`src/rtl/regfile_write_arbiter.sv`:
```
// Round-robin arbiter for the two writeback sources (ALU, load return) sharing
// the register file's single write port; writes to the zero register are swallowed and counted.
module regfile_write_arbiter #(
    parameter int DATA_WIDTH = 64,
    parameter int ADDR_WIDTH = 5,
    parameter int ZERO_REG   = 31,
    parameter int CNT_WIDTH  = 8
) (
    input  logic                  Clk,
    input  logic                  Reset,
    input  logic                  Valid0,
    input  logic [ADDR_WIDTH-1:0] Addr0,
    input  logic [DATA_WIDTH-1:0] Data0,
    output logic                  Ready0,
    input  logic                  Valid1,
    input  logic [ADDR_WIDTH-1:0] Addr1,
    input  logic [DATA_WIDTH-1:0] Data1,
    output logic                  Ready1,
    output logic [ADDR_WIDTH-1:0] RW,
    output logic [DATA_WIDTH-1:0] BusW,
    output logic                  RegWr,
    output logic [CNT_WIDTH-1:0]  DropCount
);

    localparam logic [ADDR_WIDTH-1:0] ZERO_ADDR = ADDR_WIDTH'(ZERO_REG);

    logic                  prio_q, prio_d;
    logic                  regwr_q, regwr_d;
    logic [ADDR_WIDTH-1:0] rw_q, rw_d;
    logic [DATA_WIDTH-1:0] busw_q, busw_d;
    logic [CNT_WIDTH-1:0]  drop_cnt_q, drop_cnt_d;

    logic                  ready0, ready1, xfer, drop;
    logic [ADDR_WIDTH-1:0] win_addr;
    logic [DATA_WIDTH-1:0] win_data;

    always_comb begin
        // Grants depend only on valids, pointer and reset; address/data never gate Ready.
        ready0   = ~Reset & Valid0 & (~Valid1 | ~prio_q);
        ready1   = ~Reset & Valid1 & (~Valid0 |  prio_q);
        win_addr = ready1 ? Addr1 : Addr0;
        win_data = ready1 ? Data1 : Data0;
        xfer     = ready0 | ready1;
        drop     = xfer & (win_addr == ZERO_ADDR);

        prio_d = prio_q;
        if (ready0)
            prio_d = 1'b1;
        else if (ready1)
            prio_d = 1'b0;

        regwr_d = xfer & ~drop;
        rw_d    = rw_q;
        busw_d  = busw_q;
        if (regwr_d) begin
            rw_d   = win_addr;
            busw_d = win_data;
        end

        drop_cnt_d = drop_cnt_q;
        if (drop && (drop_cnt_q != {CNT_WIDTH{1'b1}}))
            drop_cnt_d = drop_cnt_q + CNT_WIDTH'(1);
    end

    always_ff @(posedge Clk) begin
        if (Reset) begin
            prio_q     <= 1'b0;
            regwr_q    <= 1'b0;
            rw_q       <= '0;
            busw_q     <= '0;
            drop_cnt_q <= '0;
        end else begin
            prio_q     <= prio_d;
            regwr_q    <= regwr_d;
            rw_q       <= rw_d;
            busw_q     <= busw_d;
            drop_cnt_q <= drop_cnt_d;
        end
    end

    assign Ready0    = ready0;
    assign Ready1    = ready1;
    assign RegWr     = regwr_q;
    assign RW        = rw_q;
    assign BusW      = busw_q;
    assign DropCount = drop_cnt_q;

endmodule

```
`config.mk`:
```
export PLATFORM = sky130hd
export DESIGN_NAME = regfile_write_arbiter
export DESIGN_NICKNAME = d
export VERILOG_FILES = /design/src/rtl/regfile_write_arbiter.sv
export SDC_FILE = /design/constraint.sdc
export NUM_CORES = 1
export LEC_CHECK = 0
export ABC_AREA = 1
export BUFFER_PORTS_ARGS = -buffer_cell sky130_fd_sc_hd__buf_4
export CAP_MARGIN = 20
export CELL_PAD_IN_SITES_DETAIL_PLACEMENT = 0
export CELL_PAD_IN_SITES_GLOBAL_PLACEMENT = 1
export CORE_ASPECT_RATIO = 0.5
export CORE_MARGIN = 3
export CORE_UTILIZATION = 30
export DETAILED_ROUTE_END_ITERATION = 6
export GPL_ROUTABILITY_DRIVEN = 0
export PLACE_DENSITY = 0.88
export SLEW_MARGIN = 15
export SYNTH_ARGS = -nofsm -noshare
export SYNTH_HDL_FRONTEND = slang
export SYNTH_SLANG_ARGS = --single-unit
export TNS_END_PERCENT = 50
```
`constraint.sdc`:
```
create_clock -name Clk -period 1.8 [get_ports Clk]
set_input_delay 0.09 -clock Clk [delete_from_list [all_inputs] [get_ports Clk]]
set_output_delay 0.09 -clock Clk [all_outputs]
set_load 0.03 [all_outputs]
```
; Yosys cells after proc, flatten, opt, wreduce, memory -nomap -nowiden
; Cells that the tools add are included.
[classes]
addsub = 1
n_eq_ne = 2
n_mux = 4
bitwise = 14
n_reduce_logical = 2
[ops]
columns = operator, count
row1 = $mux W64, 1
row2 = $add A8 B1 Y8 const B, 1
row3 = $ne A8 B8 Y1 const B, 1
row4 = $and A1 B1 Y1, 6
row5 = $eq A5 B5 Y1 const B, 1
row6 = $mux W5, 1
row7 = $not A1 Y1, 5
row8 = $or A1 B1 Y1, 3
row9 = $mux W1, 2
row10 = $reduce_bool A2 Y1, 1
row11 = $logic_and A1 B1 Y1, 1
[word_totals]
regBits = 79
inputBits = 142
out_inout_bits = 80
wordCells = 28

; Logic depth before layout (Yosys ltp)
[logic_depth]
ltp_word = 8
ltp_mapped = 12
depth_no_buf = 11

; Worst setup path before layout
; Ideal clock, no wire load.
[synth_path]
kind = flip-flop to flip-flop
from = reg drop_cnt_q[0], in the netlist DropCount[0]
to = reg drop_cnt_q[1], in the netlist DropCount[1]
setup_time_ns = 0.113
arrival_time_ns = 1.707
required_ns = 1.687
path_slack_ns = -0.020
stages_incl_launch_ff = 12
n_path_buf = 1
period_less_slack_ns = 1.820
cell_sequence = dfxtp_1 ha_1 nand2_1 nor3_1 nand2_1 nand2_1 inv_1 nand2_1 buf_2 nand2_1 nand2_1 nor2_1
[synth_between]
elab_chain_len = 2
elab_cells_between_ends = 3
cone_classes = 1 x add/sub / 1 x eq/ne / 1 x reduce/logical
[synth_lines]
columns = item, line_no
row1 = "start, declared", 31  ; logic [CNT_WIDTH-1:0] drop_cnt_q, drop_cnt_d;
row2 = "start signal, assigned", 77  ; drop_cnt_q <= drop_cnt_d;
row3 = "parallel branches: the longest is 2 deep, another holds $add A8 B1 Y8", n/a
; Several ways; the timed one is not identified.
; A chain may end at the register's enable or synchronous reset.

; Worst setup path in the final report
[layout_path]
from = reg prio_q
to = reg busw_q[48], in the netlist BusW[48]
[layout_between]
elab_chain_len = 7
elab_cells_between_ends = 12
cone_classes = 1 x eq/ne / 2 x mux / 9 x bitwise
[layout_lines]
columns = item, line_no
row1 = "start, declared", 27  ; logic prio_q, prio_d;
row2 = "start signal, assigned", 73  ; prio_q <= prio_d;
row3 = $or A1 B1 Y1 / $not A1 Y1 (equally long branches), "40, 39"
row4 = $and A1 B1 Y1 / $or A1 B1 Y1 (equally long branches), "40, 39"
row5 = $mux W5 / $and A1 B1 Y1 (equally long branches), "41, 39"
row6 = $eq A5 B5 Y1 / $or A1 B1 Y1 (equally long branches), "44, 43"
row7 = $and A1 B1 Y1, 44  ; drop = xfer & (win_addr == ZERO_ADDR);
row8 = $not A1 Y1, 52  ; regwr_d = xfer & ~drop;
row9 = $and A1 B1 Y1, 52
row10 = "end signal, assigned", 76  ; busw_q <= busw_d;
row11 = "end, declared", 30  ; logic [DATA_WIDTH-1:0] busw_q, busw_d;
; Several ways; a longest one is shown, not always the timed one.

==> qor.csv <==
stage,metric,value,unit
route,antenna violation net count after detailed routing,0,
critical_path,"slowest stage cell, crit path",dfxtp_1,
run_status,outcome,finished clean,
critical_path,Setup crit end kind,flip-flop,
floorplanning,# IOs,222,
pwr,Sw Share,29.9,%
logic_synthesis,mean cell area of the mapped netlist,5.84,µm²
sta,unrepaired setup endpoints after global routing,no,
final_layout,Register Area,1580,µm²
min_path,Tightest Hold Check Type,input port to flip-flop,
pwr,total design power,5.43,mW
pwr,highest ir drop seen on vdd,0.528,mV
global_routing,wire length of the first global-routing pass,22000,µm
pwr,net switching power figure,1.62,mW
critical_path,CP arrival,1.90,ns
critical_path,critical path startpoint category,flip-flop,
critical_path,critical path data required time,2.02,ns
logic_synthesis,count of state elements after synthesis,79,
place,cell area after placement,6330,µm²
clock_tree,"CTS clk-pin slew, worst paths",0.06,ns
clock_tree,number of sinks driven by the clock tree,79,
floorplanning,Die Y-Extent,91.9,µm
pwr,Power Internal,3.81,mW
sta,clock period minus final worst setup slack,1.68,ns
clock_tree,clock root buffer master,clkbuf_16,
pwr,share of power burned in the clock network,37.1,%
route,average vias per placed instance,4.33,
sta,final hold violations,0,
floorplanning,area of the core,14000,µm²
pwr,leakage power of the design,3.95,nW
floorplanning,area of the die,16300,µm²
route,met3 routed WL,807,µm
sta,final period utilization,93.6,%
clock_tree,number of buffers created by CTS,9,
logic_synthesis,synthesized cell area,4420,µm²
logic_synthesis,ranking of synthesized cells by area,"dfxtp_1 36%, nand2_1 25%, nor2_1 11%, nand3_1 8.3%, inv_1 7.6%",
logic_synthesis,net count of the mapped netlist,900,
final_layout,area of combinational cells with multiple inputs,2360,µm²
global_routing,maximum number of pins on one net before global-route repair,50,
sta,max-slew violation count,0,
logic_synthesis,fraction of post-synthesis cell area in the top cell type by area,35.7,%
sta,final total negative setup slack,0,ns
floorplanning,Die Width,178,µm
logic_synthesis,post-synthesis async set-or-reset flop share,0,%
final_layout,count of inserted antenna diode cells,0,
place,Detailed Place HPWL,10300,µm
sta,clock skew after layout,0.00733,ns
critical_path,Slowest Stage Delay on Critical Path,0.32,ns
floorplanning,num rows,30,
route,average wire per cell in the routed design,12.7,µm
sta,relative slew slack,64.0,%
flow_run,MaxCap Viol Count,0,
final_layout,relative area change from synthesis to final layout,56.6,%
pwr,logic gate share of total power,26.8,%
logic_synthesis,number of synthesized flops with an enable pin,0,
final_layout,Final Instance Area,6930,µm²
critical_path,WS Path Type,flip-flop to flip-flop,
route,Highest Signal Layer,met4,
logic_synthesis,"Seq/Total Area, Yosys",35.7,%
critical_path,critical path peak fanout,26,
global_routing,GRT Resource Usage Total,16.3,%
logic_synthesis,number of warning messages in the yosys log,0,
final_layout,fill cell count,1458,
route,1st-iter DRT viols,183,
place,Port Buffer Count,221,
final_layout,most frequent standard cell in the layout excluding fill and tap cells,nand2_1,
final_layout,Total Nets Final,1121,
final_layout,"top library cells by usage in the layout, fill and taps aside","292 x nand2_1, 236 x buf_4, 130 x nor2_1",
clock_tree,clock tree from TritonCTS,yes,
global_routing,Overflow after GRT,0,
route,# DRC,0,
sta,top achievable clock speed,594,MHz
critical_path,family with the most delay on the worst path,simple AND/OR/NAND/NOR gates,
global_routing,number of antenna violations at the first check in global routing,0,
logic_synthesis,top_reg_cell synth,dfxtp_1,
sta,final setup violating endpoints,0,
critical_path,Crit path buffers/inverters,3,
global_routing,number of global-route vias before repair,4551,
route,drt pass-1 iters,4,
pwr,power per standard cell area,784,nW/µm²
route,vias after detailed routing,5082,
sta,setup slack of the critical path after layout,0.116,ns
floorplanning,starting utilization of the core area,31.7,%
place,placement-stage worst setup slack,0.0982,ns
sta,worst slew pin tran,0.541,ns
pwr,share of total power in sequential cells,36.1,%
route,wire length after detailed routing,14900,µm
clock_tree,maximum buffer depth of the clock tree,2,
route,amount of wire on met2 after detailed routing,7470,µm
route,post-route met1 wirelength,6400,µm
clock_tree,clock network latency to the later pin of the worst-skew pair,0.33,ns
logic_synthesis,cells after synthesis,757,
logic_synthesis,count of different cell masters after synthesis,24,
critical_path,"Cell Chain, Critical Path",inv_1 > nand2_4 > nand2_4 > nand2_1 > nand2_2 > nand3_2 > nor2_4 > nor2_4 > buf_4 > buf_12 > nor2_1 > nor2_1,
logic_synthesis,cell taking the most area after synthesis,dfxtp_1,
clock_tree,H-tree depth reported by CTS,3,
final_layout,fraction of layout cells with a size suffix above 1,31.8,%
sta,smallest hold slack,0.0496,ns
logic make-up (layout without fill, tap and decap cells):
kind of cell               count (synthesis)  after routing  share of synthesized area (%)
buffers and inverters                    133            358                           12.6
DFF                                       79             79                           35.7
and+or+nand+nor                          532            533                           49.4
adders and majority gates                  1              1                          0.283
xor gates and xnor gates                   4              4                          0.792
AOI/OAI and AO/OA                          8              8                           1.16
power by group through the flow:
stage / logic [mW] / clock network [mW] / registers (mW)
3_5_place_dp: 1.40 / 0 / 2.00
2_1_floorplan: 0.548 / 0 / 2.25
6_report: 1.46 / 2.02 / 1.96
4_1_cts: 1.40 / 2.06 / 1.96
5_1_grt: 1.60 / 2.16 / 1.97
3_3_place_gp: 1.39 / 0 / 1.99
per-layer routing:
metal  vias to the layer above  GRT usage, %
met5                         -             0
met4                         0          3.66
met3                        17          4.14
met2                       116          30.2
met1                      2257          18.9
li1                       2692             -
per-stage QoR:
| stage | std cells | util, % |
|---|---|---|
| 2_1_floorplan | 757 | - |
| 3_3_place_gp | 1144 | 45.3 |
| 3_5_place_dp | 1144 | 45.3 |
| 4_1_cts | 1161 | 47.8 |
| 5_1_grt | 1175 | 49.6 |
| 6_report | 1175 | 49.6 |
sequential cells by signal, indices dropped and copies added (netlist names):
name,count
BusW,64
DropCount,8
RW,5
RegWr,1
prio_q,1
path summary, 6_finish.rpt:
check	end	from	slack [ns]	cells after the start
max	BusW[48]$_SDFFE_PP0P_	prio_q$_SDFFE_PP0P_	0.12	12
min	prio_q$_SDFFE_PP0P_	Valid1	0.05	4
max reg2reg	BusW[48]$_SDFFE_PP0P_	prio_q$_SDFFE_PP0P_	0.12	12
min reg2reg	RW[4]$_SDFFE_PP0P_	RW[4]$_SDFFE_PP0P_	0.48	2
Yosys cell counts, types with 2 or more instances:
library cell and instances:
clkbuf_1 14, nor2_1 132, o21ai_0 3, nor2_2 20, nand2_1 297, nor2_4 3, buf_2 24, o21bai_1 2
xor2_1 3, nand3_1 73, buf_6 4, dfxtp_1 79, inv_1 90, nand2_2 2, nor3_1 2
worst register-to-register path, delay by kind of cell, from the launching register on:
kind,cells,cell delay [ns]
buffers and inverters,3,0.40
flip-flops,1,0.32
AND/OR/NAND/NOR,9,0.86
layout make-up:
| cell class | instances | share of cell area [%] |
|---|---|---|
| Multi-Input combinational cell | 546 | 34.1 |
| Timing Repair Buffer | 252 | 29.9 |
| Sequential cell | 79 | 22.9 |
| Inverter | 90 | 4.88 |
| Clock buffer | 11 | 3.65 |
| Tap cell | 192 | 3.47 |
| Clock inverter | 5 | 1.16 |
what timing repair did:
item,4_1_cts,5_1_grt
hold buffers,1,0
endpoints found under the hold margin,1,0
gates resized for setup,0,20
endpoints found under the setup margin,0,68
setup buffers,0,7
Note: power is estimated with default switching activity, not from simulation.
